### src/rtl/ysyx_24110006_csr_pkg.sv
// Shared CSR definitions for the machine-mode trap sequencer: addresses, causes, mstatus fields, FSM states.
// No logic of its own; the mstatus helpers below are purely combinational.
// Used with or without YSYX_24110006_TIMER_IRQ_EN.
package ysyx_24110006_csr_pkg;

    localparam logic [11:0] CSR_MSTATUS = 12'h300;
    localparam logic [11:0] CSR_MTVEC   = 12'h305;
    localparam logic [11:0] CSR_MEPC    = 12'h341;
    localparam logic [11:0] CSR_MCAUSE  = 12'h342;

    localparam int CAUSE_ECALL    = 11;
    localparam int CAUSE_ILLEGAL  = 2;
    localparam int CAUSE_IRQ_CODE = 7;

    localparam int MSTATUS_MIE    = 3;
    localparam int MSTATUS_MPIE   = 7;
    localparam int MSTATUS_MPP_LO = 11;
    localparam int MSTATUS_MPP_HI = 12;

    typedef enum logic [1:0] {
        KIND_ECALL   = 2'd0,
        KIND_MRET    = 2'd1,
        KIND_ILLEGAL = 2'd2,
        KIND_RSVD    = 2'd3
    } req_kind_e;

    typedef enum logic [2:0] {
        ST_IDLE,
        ST_SAVE_EPC,
        ST_SAVE_CAUSE,
        ST_UPD_STATUS,
        ST_RST_STATUS,
        ST_REDIRECT
    } trap_state_e;

    // Only the low 13 bits of mstatus carry the fields touched here; callers splice the rest back.
    function automatic logic [12:0] mstatus_trap(input logic [12:0] s);
        logic [12:0] r;
        r = s;
        r[MSTATUS_MPIE] = s[MSTATUS_MIE];
        r[MSTATUS_MIE]  = 1'b0;
        r[MSTATUS_MPP_HI:MSTATUS_MPP_LO] = 2'b11;
        return r;
    endfunction

    function automatic logic [12:0] mstatus_ret(input logic [12:0] s);
        logic [12:0] r;
        r = s;
        r[MSTATUS_MIE]  = s[MSTATUS_MPIE];
        r[MSTATUS_MPIE] = 1'b1;
        r[MSTATUS_MPP_HI:MSTATUS_MPP_LO] = 2'b11;
        return r;
    endfunction

endpackage

### src/rtl/ysyx_24110006_trap_ctrl.sv
// Trap sequencer: saves mepc/mcause/mstatus through the CSR write port, then pulses a PC redirect.
// Latency: trap accept->redirect 4 cycles, mret 2 cycles; optional timer irq under YSYX_24110006_TIMER_IRQ_EN.
// Backpressure: o_ready is high only in IDLE; requests seen while busy are ignored and must be held upstream.
module ysyx_24110006_trap_ctrl
    import ysyx_24110006_csr_pkg::*;
#(
    parameter int XLEN        = 32,
    parameter int MTVEC_ALIGN = 2
) (
    input  logic            i_clock,
    input  logic            i_reset,
    input  logic            i_valid,
    input  logic [1:0]      i_kind,
    input  logic [XLEN-1:0] i_pc,
`ifdef YSYX_24110006_TIMER_IRQ_EN
    input  logic            i_irq,
    input  logic [XLEN-1:0] i_irq_pc,
`endif
    output logic            o_ready,
    output logic            o_csr_wen,
    output logic [11:0]     o_csr_addr,
    output logic [XLEN-1:0] o_csr_wdata,
    output logic [11:0]     o_csr_raddr,
    input  logic [XLEN-1:0] i_csr_rdata,
    output logic            o_redirect,
    output logic [XLEN-1:0] o_upc
);

    localparam logic [XLEN-1:0] ALIGN_MASK = ~((XLEN'(1) << MTVEC_ALIGN) - XLEN'(1));

    trap_state_e     state_q, state_d;
    logic [XLEN-1:0] pc_q, pc_d;
    logic [XLEN-1:0] cause_q, cause_d;
    req_kind_e       kind_q, kind_d;
    req_kind_e       req_kind;
    logic            wen_raw;
    logic            redirect_raw;

    assign req_kind = req_kind_e'(i_kind);

    always_ff @(posedge i_clock) begin
        if (i_reset) begin
            state_q <= ST_IDLE;
            pc_q    <= '0;
            cause_q <= '0;
            kind_q  <= KIND_ECALL;
        end else begin
            state_q <= state_d;
            pc_q    <= pc_d;
            cause_q <= cause_d;
            kind_q  <= kind_d;
        end
    end

    always_comb begin
        state_d      = state_q;
        pc_d         = pc_q;
        cause_d      = cause_q;
        kind_d       = kind_q;
        o_ready      = 1'b0;
        wen_raw      = 1'b0;
        redirect_raw = 1'b0;
        o_csr_addr   = '0;
        o_csr_wdata  = '0;
        o_csr_raddr  = CSR_MSTATUS;
        o_upc        = '0;

        case (state_q)
            ST_IDLE: begin
                o_ready = 1'b1;
                if (i_valid) begin
                    pc_d   = i_pc;
                    kind_d = req_kind;
                    if (req_kind == KIND_MRET) begin
                        state_d = ST_RST_STATUS;
                    end else begin
                        state_d = ST_SAVE_EPC;
                        cause_d = (req_kind == KIND_ECALL) ? XLEN'(CAUSE_ECALL)
                                                           : XLEN'(CAUSE_ILLEGAL);
                    end
                end
`ifdef YSYX_24110006_TIMER_IRQ_EN
                // mstatus is on the read port in IDLE, so MIE gating needs no extra port.
                else if (i_irq && i_csr_rdata[MSTATUS_MIE]) begin
                    o_ready = 1'b0;
                    pc_d    = i_irq_pc;
                    cause_d = {1'b1, (XLEN-1)'(CAUSE_IRQ_CODE)};
                    kind_d  = KIND_ECALL;
                    state_d = ST_SAVE_EPC;
                end
`endif
            end
            ST_SAVE_EPC: begin
                wen_raw     = 1'b1;
                o_csr_addr  = CSR_MEPC;
                o_csr_wdata = pc_q;
                state_d     = ST_SAVE_CAUSE;
            end
            ST_SAVE_CAUSE: begin
                wen_raw     = 1'b1;
                o_csr_addr  = CSR_MCAUSE;
                o_csr_wdata = cause_q;
                state_d     = ST_UPD_STATUS;
            end
            ST_UPD_STATUS: begin
                wen_raw     = 1'b1;
                o_csr_addr  = CSR_MSTATUS;
                o_csr_wdata = {i_csr_rdata[XLEN-1:13], mstatus_trap(i_csr_rdata[12:0])};
                state_d     = ST_REDIRECT;
            end
            ST_RST_STATUS: begin
                wen_raw     = 1'b1;
                o_csr_addr  = CSR_MSTATUS;
                o_csr_wdata = {i_csr_rdata[XLEN-1:13], mstatus_ret(i_csr_rdata[12:0])};
                state_d     = ST_REDIRECT;
            end
            ST_REDIRECT: begin
                redirect_raw = 1'b1;
                state_d      = ST_IDLE;
                if (kind_q == KIND_MRET) begin
                    o_csr_raddr = CSR_MEPC;
                    o_upc       = i_csr_rdata;
                end else begin
                    o_csr_raddr = CSR_MTVEC;
                    o_upc       = i_csr_rdata & ALIGN_MASK;
                end
            end
            default: state_d = ST_IDLE;
        endcase
    end

    // Reset landing on a write/redirect cycle must suppress that side effect too.
    assign o_csr_wen  = wen_raw & ~i_reset;
    assign o_redirect = redirect_raw & ~i_reset;

endmodule

### config.mk
export PLATFORM = sky130hd
export DESIGN_NAME = ysyx_24110006_trap_ctrl
export DESIGN_NICKNAME = d
export VERILOG_FILES = /design/src/rtl/ysyx_24110006_csr_pkg.sv /design/src/rtl/ysyx_24110006_trap_ctrl.sv
export SDC_FILE = /design/constraint.sdc
export NUM_CORES = 1
export LEC_CHECK = 0
export CORE_ASPECT_RATIO = 0.5
export CORE_MARGIN = 5
export CORE_UTILIZATION = 33
export DETAILED_ROUTE_END_ITERATION = 6
export PLACE_DENSITY = 0.76
export SLEW_MARGIN = 20
export SYNTH_ARGS = -nofsm -noshare
export SYNTH_HDL_FRONTEND = slang
export SYNTH_SLANG_ARGS = --single-unit
### constraint.sdc
create_clock -name i_clock -period 1.8 [get_ports i_clock]
set_input_delay 0.27 -clock i_clock [delete_from_list [all_inputs] [get_ports i_clock]]
set_output_delay 0.27 -clock i_clock [all_outputs]
set_load 0.005 [all_outputs]
==> results of run 1 <==
## cell type report
class / instances / area (um2) / area share [%]
repair buffers: 208 / 2050 / 44.9
multi-input cells: 220 / 1400 / 30.6
flip-flops and latches: 39 / 787 / 17.2
clock buffers: 6 / 129 / 2.82
well taps: 92 / 115 / 2.52
clock inverters: 2 / 60.1 / 1.31
inverters: 5 / 31.3 / 0.685
## worst max-delay path: stages (launching register included)
cell and delay [ns]:
dfxtp_4 0.36, buf_6 0.12, nor2b_4 0.15, buf_6 0.12, nor2b_4 0.16, buf_6 0.16
clkbuf_16 0.15, a22o_1 0.13, buf_2 0.13
## cells by family after synthesis
logic type / count (synthesis) / share of synthesized area (%)
AND/OR/NAND/NOR: 124 / 27.0
AO/OA/AOI/OAI: 75 / 22.2
XOR/XNOR: 2 / 0.766
multiplexers: 3 / 1.31
other: 2 / 0.328
flip-flops: 39 / 34.1
buffers and inverters: 47 / 14.3
## power by group through the flow
| stage | clock network, mW | registers, mW | logic [mW] |
|---|---|---|---|
| after global placement | 0 | 1.03 | 1.10 |
| after detailed placement | 0 | 1.03 | 1.11 |
| after CTS | 1.15 | 1.02 | 1.20 |
| final | 1.15 | 1.03 | 1.44 |
| after global routing | 1.20 | 1.04 | 1.52 |
| after floorplan | 0 | 1.02 | 0.583 |
## cell usage after synthesis
| master | instances | area (um2) |
|---|---|---|
| a2111oi_0 | 1 | 8.76 |
| nand3_1 | 3 | 15.0 |
| nor4b_4 | 1 | 23.8 |
| nand2_2 | 1 | 6.26 |
| and3_1 | 1 | 6.26 |
| buf_4 | 20 | 150 |
| o21ai_2 | 1 | 8.76 |
| mux2i_1 | 3 | 30.0 |
| a22o_1 | 26 | 228 |
| clkbuf_1 | 7 | 26.3 |
| and2_1 | 32 | 200 |
| buf_2 | 6 | 30.0 |
| nor2b_1 | 2 | 12.5 |
| nor3b_1 | 1 | 7.51 |
| nor4b_1 | 1 | 8.76 |
| o211ai_1 | 1 | 7.51 |
| inv_1 | 5 | 18.8 |
| dfxtp_1 | 39 | 781 |
| conb_1 | 2 | 7.51 |
| a21oi_1 | 36 | 180 |
| o21ba_2 | 1 | 10.0 |
| or4b_1 | 1 | 10.0 |
| a2bb2oi_1 | 1 | 8.76 |
| nor2b_2 | 1 | 8.76 |
| or2_2 | 1 | 6.26 |
| nand2b_1 | 2 | 12.5 |
| or3b_4 | 1 | 11.3 |
| xnor2_1 | 2 | 17.5 |
| a21oi_2 | 1 | 8.76 |
| nor2_1 | 4 | 15.0 |
| nand2_1 | 69 | 259 |
| a21o_1 | 2 | 15.0 |
| o21ai_0 | 3 | 15.0 |
| buf_6 | 9 | 101 |
| a211oi_1 | 1 | 7.51 |
| o32a_1 | 1 | 10.0 |
| nor3_1 | 3 | 15.0 |
## stage by stage
| step | hold slack (ns) | power [mW] | instance area (um2) |
|---|---|---|---|
| 2_1_floorplan | 0.362 | 1.60 | 2340 |
| 3_3_place_gp | 0.442 | 2.13 | 3810 |
| 3_5_place_dp | 0.448 | 2.15 | 3810 |
| 4_1_cts | 0.454 | 3.37 | 4110 |
| 5_1_grt | 0.474 | 3.76 | 4570 |
| 6_report | 0.455 | 3.62 | 4570 |
## state kept, by name, summed over array words and instances (netlist names)
| name | cells |
|---|---|
| pc_q | 32 |
| state_q | 3 |
| cause_q | 2 |
| kind_q | 2 |
## layer usage
metal | routed length, um | track usage (%) | vias up
met4 | 288 | 5.56 | 0
met3 | 672 | 3.08 | 25
met1 | 4280 | 23.0 | 1398
li1 | - | - | 1333
met5 | 0 | 0 | -
met2 | 5690 | 34.7 | 106
## repair_timing
action,in CTS,in global routing
cloned,4,6
endpoints found under the setup margin,75,63
hold buffers,0,0
gates resized for setup,204,190
pin swaps,18,28
buffers inserted,15,19
## worst paths after layout
kind,from,end,slack (ns)
setup reg to reg,state_q[2],pc_q[22],0.07
setup / recovery,state_q[1],o_csr_wdata[2],-0.25
hold / removal,pc_q[31],pc_q[31],0.46
hold reg to reg,pc_q[31],pc_q[31],0.46
==> results.yml, run 1 <==
global_routing:
  grt_pass1_wl_um: 13000
  grt_pass1_vias: 2519
  overflow: 0
  grt_max_degree: 25
  grtUsageTotal_pct: 18.8
  grt_antenna_before_repair: 0
hold_path:
  min_path_type: "register to register"
  whs_path_depth: 2
timing:
  min_period_ns: 2.05
  drv_slew: 0
  rsz0062_at_grt: "yes"
  finalCritPeriodShare_pct: 114
  fmax_ghz: 0.488
  fin_ws_ns: -0.247
  clock_skew_ns: 0.00800
  final.setup.tns_ns: -7.90
  finalHoldViolations: 0
  finalSetupViolCount: 60
power_and_ir_drop:
  pwr-share-comb_pct: 39.8
  swShare_pct: 29.5
  p_sw_mw: 1.07
  irDropWorstVdd_mv: 0.530
  p_clk_share_pct: 31.7
  seq_power_share_pct: 28.4
  internal_power_mw: 2.55
  p_per_area_mw_per_mm2: 792
  p_leak_nw: 2.08
synth:
  ys_types: 37
  yosysSeqAreaShare_pct: 34.1
  synth.yosys.warnings: 0
  synth.avg_cell_area_um2: 7.84
  syn_area_mm2: 0.00229
  ys_ff_latch: 39
  syn_inst: 292
floorplan:
  core_mm2: 0.00670
  dieArea_mm2: 0.00880
  die_w_um: 128
  io_pins: 160
  start_util_pct: 34.2
  die_h_um: 68.9
  row_count: 21
placed_design:
  dp_slack_ns: -0.181
  globalplace.congestion: 0.783
  hpwl_um: 6090
  port_buffers: 143
  place_inst: 524
outcome:
  violations: "setup timing"
  status: "complete, but fails checks"
clock_tree:
  clock_path_buffers: 2
  cts_tree: "yes"
  cts_sinks: 39
  cts-root-buf: "clkbuf_16"
  clk_latency_ns: 0.29
  clk_pin_slew_ns: 0.06
  numCtsBuffers: 5
  htreeDepth: 2
route:
  vias: 2862
  routedWlPerCell_um: 19.1
  drc: 0
  vias_per_cell: 5.00
  ant_nets: 0
  drt_iter0_markers: 289
  first_pass_iters: 4
  wirelength_um: 10900
cells_and_area:
  final_cells: 572
  fin_util_pct: 68.2
  area_growth_pct: 99.7
  n_fill_cell: 484
  fin_nets: 548
  layout_common_cells: "68 x nand2_1, 68 x clkdlybuf4s50_1, 50 x buf_6"
  drive_gt1_share_pct: 40.0
  antenna_cells: 0
critical_path:
  worstPathArrival_ns: 1.78
  crit_required_ns: 1.53
  rr_worst_depth: 6
  critical_path_class: "register to primary output"
  cp_max_fo: 5
  startpoint_type: "register"
  cp-end-kind: "primary output"
flow_run:
  drv_cap: 0
(Power assumes the default switching activity.)
==> run 2, diff against run 1 <==
clock period = 2.29 ns   (was 1.8 ns; I/O delays follow)
==> results.yml, run 2 (synthesis gave the netlist of run 1 again) <==
cells_and_area:
  regMostFlops: "pc_q"
  biggestRegsByFlops: "pc_q x32, state_q x3"
  layout_common_cells: "115 x clkdlybuf4s50_1, 68 x nand2_1, 36 x a21oi_1, 36 x dfxtp_1, 32 x and2_1"
  drive_gt1_share_pct: 9.47
  fin_util_pct: 59.5
  layout_commonest_cell: "clkdlybuf4s50_1"
  antenna_cells: 0
  fin_nets: 503
  area_growth_pct: 74.2
  largest_reg_flops: 32
  n_fill_cell: 609
placed_design:
  globalplace.congestion: 0.771
  hpwl_um: 6060
  port_buffers: 143
  dp_slack_ns: 0.184
route:
  ant_nets: 0
  vias_per_cell: 4.59
  drt_iter0_markers: 127
  first_pass_iters: 4
  vias: 2409
  wirelength_um: 7980
  drc: 0
  routedWlPerCell_um: 15.2
critical_path:
  worstPathCellList: "or3b_4 > o21ai_4 > buf_12 > a22o_1 > clkdlybuf4s50_1"
  critical_path_class: "register to primary output"
  cp_max_fo: 22
  cp_slowest_cell: "clkdlybuf4s50_1"
  startpoint_type: "register"
  slowest_delay_ns: 0.49
  cp-end-kind: "primary output"
  crit_required_ns: 1.95
  worstPathArrival_ns: 1.97
timing:
  rsz0062_at_grt: "yes"
  finalSetupViolCount: 1
  fin_ws_ns: -0.0186
  final.setup.tns_ns: -0.0186
  finalHoldViolations: 0
  clock_skew_ns: 0.00146
  min_period_ns: 2.31
  finalCritPeriodShare_pct: 101
  drv_slew: 0
  fmax_ghz: 0.433
power_and_ir_drop:
  p_per_area_mw_per_mm2: 575
  irDropWorstVdd_mv: 0.312
  p_leak_nw: 1.93
clock_tree:
  numCtsBuffers: 5
  hold_buffers: 0
  cts_sinks: 39
  cts-root-buf: "clkbuf_16"
  clock_path_buffers: 2
  htreeDepth: 2
  clk_pin_slew_ns: 0.05
  clk_latency_ns: 0.27
  cts_tree: "yes"
floorplan:
  row_count: 21
  die_h_um: 68.9
  start_util_pct: 34.2
  die_w_um: 128
  dieArea_mm2: 0.00880
  core_mm2: 0.00670
  io_pins: 160
outcome:
  violations: "setup timing"
  status: "complete, but fails checks"
hold_path:
  min_path_type: "register to register"
global_routing:
  grt_antenna_before_repair: 0
  grt_pass1_wl_um: 12100
  grt_max_degree: 30
  overflow: 0
  grt_pass1_vias: 2398
  grtUsageTotal_pct: 17.1
flow_run:
  drv_cap: 0
==> run 2: final timing paths <==
check	startpoint	slack [ns]	endpoint	cells past startpoint
min reg2reg	pc_q[8]	0.45	pc_q[8]	2
max reg2reg	state_q[0]	0.69	pc_q[20]	5
max	state_q[1]	-0.02	o_csr_wdata[14]	5
min	pc_q[8]	0.45	pc_q[8]	2
==> run 2: critical path: cells and delay by family (launching register included) <==
| family | cells | cell delay (ns) |
|---|---|---|
| DFF | 1 | 0.37 |
| and+or+nand+nor | 1 | 0.39 |
| AOI/OAI and AO/OA | 2 | 0.24 |
| buffers and inverters | 2 | 0.68 |
==> run 2: power breakdown <==
part           switching, mW  internal, mW  total [mW]  leakage [nW]
Sequential            0.0488         0.755       0.804         0.322
Clock                  0.248         0.391       0.640        0.0628
Combinational          0.374         0.475       0.849          1.55
==> run 2: cell type report <==
class / instances / area, um2 / share of cell area, %
Clock buffer: 6 / 129 / 3.23
Inverter: 5 / 21.3 / 0.533
Multi-Input combinational cell: 220 / 1260 / 31.7
Sequential cell: 39 / 790 / 19.8
Tap cell: 92 / 115 / 2.89
Timing Repair Buffer: 163 / 1670 / 41.9
==> run 2: repair_timing <==
action / 4_1_cts / 5_1_grt
resized for setup: 16 / 30
pin swaps: 0 / 2
setup endpoints to repair: 62 / 56
gates cloned: 1 / 0
buffers inserted: 1 / 3
==> run 2: routing by layer <==
layer  routed length (um)  up-vias  global-route usage [%]
li1                     -     1230                       -
met1                 3480     1111                    21.7
met2                 4070       60                    30.7
met3                  327        8                    3.08
met4                  102        0                    4.50
met5                    0        -                       0
==> run 2: metrics by stage <==
step,total power [mW],std cells,instance area (um2),hold slack (ns)
2_1_floorplan,1.26,306,2340,0.435
3_3_place_gp,1.64,514,3720,0.442
3_5_place_dp,1.65,514,3720,0.447
4_1_cts,2.30,522,3880,0.455
5_1_grt,2.43,525,3990,0.470
6_report,2.29,525,3990,0.453
==> run 3, diff against run 2 <==
CORE_ASPECT_RATIO = 1.75   (was 0.5)
==> results.yml, run 3 (synthesis gave the netlist of run 1 again) <==
cells_and_area:
  layout_common_cells: "137 x clkdlybuf4s50_1, 69 x nand2_1, 38 x dfxtp_1"
  antenna_cells: 0
  largest_reg_flops: 32
  biggestRegsByFlops: "pc_q x32, state_q x3"
  layout_commonest_cell: "clkdlybuf4s50_1"
  regMostFlops: "pc_q"
  area_growth_pct: 72.9
  drive_gt1_share_pct: 8.58
  fin_nets: 500
timing:
  final.setup.tns_ns: -1.78
  fmax_ghz: 0.418
  fin_ws_ns: -0.102
  hold_ws_ns: 0.452
  min_period_ns: 2.39
  rsz0062_at_grt: "yes"
  finalSetupViolCount: 24
  drv_slew: 0
  finalHoldViolations: 0
  finalCritPeriodShare_pct: 104
  clock_skew_ns: 0.00382
route:
  drc: 0
  routedWlPerCell_um: 14.9
  drt_iter0_markers: 159
  ant_nets: 0
  first_pass_iters: 4
  vias: 2486
  vias_per_cell: 4.83
  wirelength_um: 7680
global_routing:
  overflow: 0
  grt_pass1_vias: 2429
  grt_antenna_before_repair: 0
  grtUsageTotal_pct: 16.4
  grt_max_degree: 40
  grt_pass1_wl_um: 11600
clock_tree:
  hold_buffers: 0
  htreeDepth: 2
  clk_latency_ns: 0.27
  clk_pin_slew_ns: 0.06
  numCtsBuffers: 5
  cts-root-buf: "clkbuf_16"
  clock_path_buffers: 2
  cts_tree: "yes"
  cts_sinks: 39
power_and_ir_drop:
  p_per_area_mw_per_mm2: 590
  p_leak_nw: 1.63
  irDropWorstVdd_mv: 0.490
floorplan:
  row_count: 40
  die_h_um: 120
  io_pins: 160
  dieArea_mm2: 0.00877
  start_util_pct: 33.6
  core_mm2: 0.00681
  die_w_um: 73.0
placed_design:
  port_buffers: 143
  globalplace.congestion: 0.862
  hpwl_um: 5590
  dp_slack_ns: 0.192
critical_path:
  cp-end-kind: "primary output"
  rr_worst_depth: 5
  reg2reg_setup_slack_ns: 0.72
  r2r_end: "pc_q[31]"
  critical_path_class: "register to primary output"
  startpoint_type: "register"
  crit_required_ns: 1.95
  r2r-start: "state_q[1]"
  cp_max_fo: 14
  worstPathArrival_ns: 2.05
hold_path:
  min_to: "pc_q[20]"
  min_path_type: "register to register"
  whs_path_depth: 2
  hp-start: "pc_q[20]"
outcome:
  violations: "setup timing"
  status: "complete, but fails checks"
flow_run:
  drv_cap: 0
==> run 3: how the worst max path moves through the flow <==
stage	start	end	slack (ns)
after global placement	state_q[0]	o_upc[0]	0.20
after detailed placement	state_q[2]	o_csr_wdata[20]	0.19
after CTS	state_q[2]	o_csr_wdata[20]	-0.11
final	state_q[0]	o_csr_wdata[14]	-0.10
after floorplan	state_q[2]	o_csr_wdata[16]	0.65
after global routing	state_q[1]	o_csr_wen	-0.17
==> run 3: through the flow <==
| step | total power, mW | instances | instance area [um2] | util, % |
|---|---|---|---|---|
| global placement | 1.63 | 504 | 3710 | 54.5 |
| CTS | 2.32 | 511 | 3860 | 56.7 |
| detailed placement | 1.64 | 504 | 3710 | 54.5 |
| global route | 2.47 | 515 | 3960 | 58.1 |
| floorplan | 1.26 | 306 | 2340 | - |
| finish | 2.33 | 515 | 3960 | 58.1 |
==> run 3: repair_timing <==
action                     4_1_cts  5_1_grt
buffers inserted                 0        2
setup endpoints to repair       60       63
gates cloned                     0        2
resized for setup                2       11
==> run 3: final cells by class <==
cell class / instances / area [um2]
fillers: 660 / 2850
multi-input cells: 220 / 1260
well taps: 84 / 105
inverters: 5 / 18.8
clock buffers: 6 / 139
repair buffers: 160 / 1650
clock inverters: 1 / 5.00
flip-flops and latches: 39 / 782
==> run 3: worst max-delay path: stages (launching register included) <==
cell and delay, ns:
dfxtp_2 0.35, or3b_4 0.43, o21ai_4 0.12, clkbuf_16 0.22, a22o_1 0.14, clkdlybuf4s50_1 0.50
==> run 3: metal layers <==
metal	track usage, %	up-vias	wire, um
met5	0	-	0
met4	6.12	0	138
met2	30.9	108	4160
met1	17.5	1136	2900
li1	-	1228	-
met3	2.85	14	480
==> run 3: report_power, final <==
group          switching (mW)  internal, mW
combinational           0.369         0.495
clock                   0.245         0.424
sequential             0.0467         0.754
